==> config.mk <==
export PLATFORM = sky130hd
export DESIGN_NAME = bitvault_regfile_mp
export DESIGN_NICKNAME = d
export VERILOG_FILES = /design/src/rtl/bitvault_pkg.sv /design/src/rtl/bitvault_clr_seq.sv /design/src/rtl/bitvault_regfile_mp.sv
export SDC_FILE = /design/constraint.sdc
export NUM_CORES = 1
export LEC_CHECK = 0
export CAP_MARGIN = 20
export CORE_MARGIN = 2
export CORE_UTILIZATION = 40
export CTS_CLUSTER_DIAMETER = 50
export DETAILED_ROUTE_END_ITERATION = 7
export PLACE_DENSITY = 0.57
export SLEW_MARGIN = 20
export SYNTH_ARGS = -nofsm -noshare
export SYNTH_HDL_FRONTEND = slang
export SYNTH_SLANG_ARGS = --single-unit
==> constraint.sdc <==
create_clock -name clk -period 10.8 [get_ports clk]
set_clock_uncertainty 0.2 [all_clocks]
set_input_delay 1.62 -clock clk [delete_from_list [all_inputs] [get_ports clk]]
set_output_delay 1.62 -clock clk [all_outputs]
set_load 0.05 [all_outputs]
==> src/rtl/bitvault_pkg.sv <==
// Shared types and constants for the BitVault multi-port register file.
package bitvault_pkg;

  typedef enum logic [0:0] {
    CLR_IDLE  = 1'b0,
    CLR_SWEEP = 1'b1
  } clr_state_e;

  // Wide enough for any practical DATA_W; users take the low DATA_W bits.
  localparam int                        RST_DATA_MAX_W = 256;
  localparam logic [RST_DATA_MAX_W-1:0] RST_DATA       = {RST_DATA_MAX_W{1'b0}};

endpackage

==> src/rtl/bitvault_clr_seq.sv <==
// Clear sequencer: sweeps every entry to zero, one per cycle, after a clr_req pulse.
module bitvault_clr_seq
  import bitvault_pkg::*;
#(
  parameter int DEPTH  = 16,
  parameter int ADDR_W = $clog2(DEPTH)
) (
  input  logic              clk,
  input  logic              rst,
  input  logic              clr_req,
  output logic              busy,
  output logic              clr_we,
  output logic [ADDR_W-1:0] clr_addr
);

  localparam logic [ADDR_W-1:0] LAST_IDX = ADDR_W'(DEPTH - 1);

  clr_state_e        state_r;
  clr_state_e        state_s;
  logic [ADDR_W-1:0] idx_r;
  logic [ADDR_W-1:0] idx_s;

  // State and sweep index registers
  always_ff @(posedge clk or posedge rst) begin
    if (rst) begin
      state_r <= CLR_IDLE;
      idx_r   <= {ADDR_W{1'b0}};
    end else begin
      state_r <= state_s;
      idx_r   <= idx_s;
    end
  end

  // Next-state logic; clr_req during a sweep is deliberately ignored
  always_comb begin
    state_s = state_r;
    idx_s   = idx_r;
    case (state_r)
      CLR_IDLE: begin
        if (clr_req) begin
          state_s = CLR_SWEEP;
          idx_s   = {ADDR_W{1'b0}};
        end else begin
          state_s = CLR_IDLE;
        end
      end
      CLR_SWEEP: begin
        if (idx_r == LAST_IDX) begin
          state_s = CLR_IDLE;
          idx_s   = {ADDR_W{1'b0}};
        end else begin
          idx_s = idx_r + ADDR_W'(1);
        end
      end
      default: begin
        state_s = CLR_IDLE;
        idx_s   = {ADDR_W{1'b0}};
      end
    endcase
  end

  assign busy     = (state_r == CLR_SWEEP);
  assign clr_we   = (state_r == CLR_SWEEP);
  assign clr_addr = idx_r;

endmodule

==> src/rtl/bitvault_regfile_mp.sv <==
// Multi-port register file: one write port, two registered read ports with
// write-first bypass, and a hardware clear sweep that owns the write port.
module bitvault_regfile_mp
  import bitvault_pkg::*;
#(
  parameter int DATA_W    = 8,
  parameter int DEPTH     = 16,
  parameter int ZERO_REG0 = 0,
  parameter int ADDR_W    = $clog2(DEPTH)
) (
  input  logic              clk,
  input  logic              rst,
  input  logic              we,
  input  logic [ADDR_W-1:0] waddr,
  input  logic [DATA_W-1:0] wdata,
  input  logic [ADDR_W-1:0] ra_addr,
  output logic [DATA_W-1:0] ra_data,
  input  logic [ADDR_W-1:0] rb_addr,
  output logic [DATA_W-1:0] rb_data,
  input  logic              clr_req,
  output logic              busy
);

  localparam logic [DATA_W-1:0] ZERO_C  = RST_DATA[DATA_W-1:0];
  localparam logic [ADDR_W:0]   DEPTH_C = (ADDR_W + 1)'(DEPTH);

  logic [DATA_W-1:0] mem_r [DEPTH];
  logic [DATA_W-1:0] ra_r;
  logic [DATA_W-1:0] rb_r;
  logic              clr_we_s;
  logic [ADDR_W-1:0] clr_addr_s;
  logic              mem_we_s;
  logic [ADDR_W-1:0] mem_waddr_s;
  logic [DATA_W-1:0] mem_wdata_s;
  logic [DATA_W-1:0] ra_next_s;
  logic [DATA_W-1:0] rb_next_s;

  // Entry is backed by storage and not the hardwired-zero slot
  function automatic logic addr_live(input logic [ADDR_W-1:0] addr);
    return ({1'b0, addr} < DEPTH_C) && !((ZERO_REG0 != 0) && (addr == {ADDR_W{1'b0}}));
  endfunction

  bitvault_clr_seq #(
    .DEPTH  (DEPTH),
    .ADDR_W (ADDR_W)
  ) u_clr_seq (
    .clk      (clk),
    .rst      (rst),
    .clr_req  (clr_req),
    .busy     (busy),
    .clr_we   (clr_we_s),
    .clr_addr (clr_addr_s)
  );

  // Write arbitration: the sweep owns the port and user writes are dropped
  always_comb begin
    mem_we_s    = 1'b0;
    mem_waddr_s = waddr;
    mem_wdata_s = wdata;
    if (clr_we_s) begin
      mem_we_s    = 1'b1;
      mem_waddr_s = clr_addr_s;
      mem_wdata_s = ZERO_C;
    end else if (we && addr_live(waddr)) begin
      mem_we_s = 1'b1;
    end else begin
      mem_we_s = 1'b0;
    end
  end

  // Storage array
  always_ff @(posedge clk or posedge rst) begin
    if (rst) begin
      for (int i = 0; i < DEPTH; i++) begin
        mem_r[i] <= ZERO_C;
      end
    end else if (mem_we_s) begin
      mem_r[mem_waddr_s] <= mem_wdata_s;
    end
  end

  // Read muxes with write-first bypass of whatever lands on this edge
  always_comb begin
    ra_next_s = ZERO_C;
    rb_next_s = ZERO_C;
    if (!addr_live(ra_addr)) begin
      ra_next_s = ZERO_C;
    end else if (mem_we_s && (ra_addr == mem_waddr_s)) begin
      ra_next_s = mem_wdata_s;
    end else begin
      ra_next_s = mem_r[ra_addr];
    end
    if (!addr_live(rb_addr)) begin
      rb_next_s = ZERO_C;
    end else if (mem_we_s && (rb_addr == mem_waddr_s)) begin
      rb_next_s = mem_wdata_s;
    end else begin
      rb_next_s = mem_r[rb_addr];
    end
  end

  // Read data registers
  always_ff @(posedge clk or posedge rst) begin
    if (rst) begin
      ra_r <= ZERO_C;
      rb_r <= ZERO_C;
    end else begin
      ra_r <= ra_next_s;
      rb_r <= rb_next_s;
    end
  end

  assign ra_data = ra_r;
  assign rb_data = rb_r;

endmodule

==> impl_metrics.ini <==
[synth]
synthDominantCellAreaShare = 0.469
synth_top_flop_cell = dfrtp_1
syn_area_um2 = 7950
syn_nets = 653
ys_top_cells_by_area = dfrtp_1 47%, mux4_2 16%, mux2_2 9.9%
postSynthCellCount = 628
yosysWarnings = 0
ys_types = 48
synth-edff-count = 0
avgSynthCellArea_um2 = 12.7
ys_seq_area_frac = 0.469
synth-async-reset-ratio = 1.00
synth-seq-cells = 149
synth_top_area_cell = dfrtp_1

[critical_path]
critical_path_class = in -> reg
path_buf_inv = 1
cp_slowest_cell = nor2b_1
cp.arrival_ns = 3.97
r2r_cells = 5
max_stage_delay_ns = 0.88
r2r_slack_ns = 7.91
worstReg2RegEnd = rb_data[4]
worstReg2RegStart = u_clr_seq.busy
crit_fanout = 8
path_cells = clkdlybuf4s50_1 > nand2_1 > o31ai_2 > nor2b_1 > mux2_2
setup.worst_path.start_class = input port
end_kind = flip-flop
crit_family = simple AND/OR/NAND/NOR gates
crit_start = waddr[3]
worstPathRequired_ns = 10.91

[detailed_routing]
routedWlPerCell_um = 24.6
drt-initial-drc-count = 480
firstDrtPassIters = 5
avgViaCountPerCell = 5.84
drcViolationCount = 0
drt.antenna.violating_nets = 0
wl_um = 22700
vias = 5382

[die]
rows = 51
die_x_um = 145
core-area_um2 = 19500
initial_utilization = 0.409
io_pins = 41
die_area_um2 = 21000
fp.dieH_um = 145

[clocking]
clk_pin_slew_ns = 0.06
clkLatencyLatePin_ns = 0.42
hold_buffers = 0
cts_max_path_buffers = 2
cts_tree = built
clockRootBuffer = clkbuf_16
cts_buffers = 17
cts_setup_buffers = 0
h-tree-depth = 4
post_cts_resized = 0
cts_sinks = 149

[grt]
grt_pass1_vias = 5655
grt_max_degree = 80
antenna_found_initial = 0
track_usage = 0.226
grt_pass1_wl_um = 34800
gr-total-overflow = 0

[placed_design]
hpwl_um = 14300
placed_area_um2 = 8440
io_buffer_count = 40
place.gp.congestion = 0.800

[finish]
antenna_cells = 0
nets = 669
fin_area_um2 = 9040
final_layout_size_suffix_gt1_frac = 0.280
area_delta_synth_final_pct = 13.7

[sta]
final_max_slew_viol_count = 0
max_freq_mhz = 259
grt_setup_unrepaired = no
setup_viol = 0
slew-limit-headroom = 0.226
fin_crit_sh = 0.357
hold_violations = 0
min_period_ns = 3.86
fin_tns_setup_ns = 0
worstMarginPinSlew_ns = 1.16

[hold_path]
min_to = mem_r[25]
hold_path_depth = 2
worst_hold_startpoint = mem_r[25]
hold_class = reg -> reg

[pwr]
power_density_nw_per_um2 = 272
ir_drop_mv = 0.124
p_leak_nw = 3.93

[outcome]
status = finished clean

[job]
cap_violations = 0
[sequential cells by signal, indices dropped and copies added (netlist names)]
signal,cells
u_clr_seq.busy,1
ra_data,8
u_clr_seq.clr_addr,4
mem_r,128
rb_data,8
[where the power goes]
part / switching (mW) / internal [mW] / leakage (nW)
Sequential: 0.176 / 0.779 / 2.04
Clock: 0.237 / 0.368 / 0.296
Combinational: 0.489 / 0.412 / 1.59
Total: 0.901 / 1.56 / 3.93
[metal layers]
layer	vias up	routed length, um	track usage
met4	0	678	0.0960
met1	2767	9110	0.287
met5	-	0	0
li1	2374	-	-
met2	196	11400	0.370
met3	45	1520	0.0544
[per-stage QoR]
stage	power (mW)	util	std cells	hold WS, ns	worst slack [ns]
after floorplan	1.58	-	628	0.258	4.97
after global placement	1.82	0.433	890	0.273	6.54
after detailed placement	1.86	0.434	890	0.287	6.51
after CTS	2.47	0.464	922	0.300	6.96
after global routing	2.59	0.465	922	0.326	6.86
final	2.46	0.465	922	0.298	6.94
[synth_stat cells, types with 2 or more instances]
library cell,number
nor2b_1,21
buf_4,7
buf_6,5
mux2_2,70
xnor2_1,7
nand2b_1,11
nand2_1,87
o21ai_0,64
xor2_1,2
mux2_4,2
mux2i_1,4
nor2_2,2
nand3b_1,2
a22oi_1,31
o31ai_2,2
a31oi_1,2
mux2i_4,2
nand3_1,2
nor2_1,8
mux4_1,6
dfrtp_1,149
buf_2,20
a21o_1,7
mux4_2,57
buf_1,9
inv_1,4
o21ai_1,4
a22o_1,3
and2_1,2
a21oi_1,12
clkbuf_1,7
[cells by family (layout without fill, tap and decap cells)]
group / count (synthesis) / count (layout) / share of synthesized area
AO/OA/AOI/OAI: 134 / 134 / 0.104
buffers and inverters: 53 / 82 / 0.0367
multiplexers: 141 / 141 / 0.295
XOR/XNOR: 9 / 9 / 0.00991
adder cells (fa/ha/maj): 1 / 1 / 0.00157
AND/OR/NAND/NOR: 141 / 141 / 0.0837
flip-flops: 149 / 149 / 0.469
[layout make-up]
class                      count  area (um2)
fill                        1746       10400
multi-input combinational    426        3930
sequential                   149        3730
clock buffer                  19         443
timing repair buffer          46         429
tap                          265         332
clock inverter                13         158
inverter                       4        20.0
[worst max-delay path by stage]
stage	end	slack, ns	cells past startpoint
finish	mem_r[37]	6.94	5
global route	mem_r[36]	6.86	5
floorplan	mem_r[0]	4.97	1
CTS	mem_r[37]	6.96	5
detailed placement	mem_r[37]	6.51	5
global placement	mem_r[35]	6.54	5
[tightest hold or removal path, delay by kind of cell, from the launching register on]
| family | cells | cell delay (ns) |
|---|---|---|
| DFF | 1 | 0.36 |
| AOI/OAI and AO/OA | 1 | 0.06 |
| and+or+nand+nor | 1 | 0.05 |
[layout by cell type, fill, tap and decap left out, types with 2 or more instances in the layout]
cell type        count
a21o_1               7
a21oi_1             12
a22o_1               3
a22oi_1             31
a31oi_1              2
and2_1               2
buf_2                4
buf_4                5
bufinv_16            3
clkbuf_16           17
clkdlybuf4s50_1     36
clkinv_2             5
clkinv_4             4
dfrtp_1            149
inv_1                3
mux2_2              70
mux2_4               2
mux2i_1              4
mux2i_4              2
mux4_1               6
mux4_2              57
nand2_1             87
nand2b_1            11
nand3_1              2
nand3b_1             2
nor2_1               8
nor2_2               2
nor2b_1             20
o21ai_0             64
o21ai_1              4
o31ai_2              2
xnor2_1              7
xor2_1               2
Note: power is estimated with default switching activity, not from simulation.
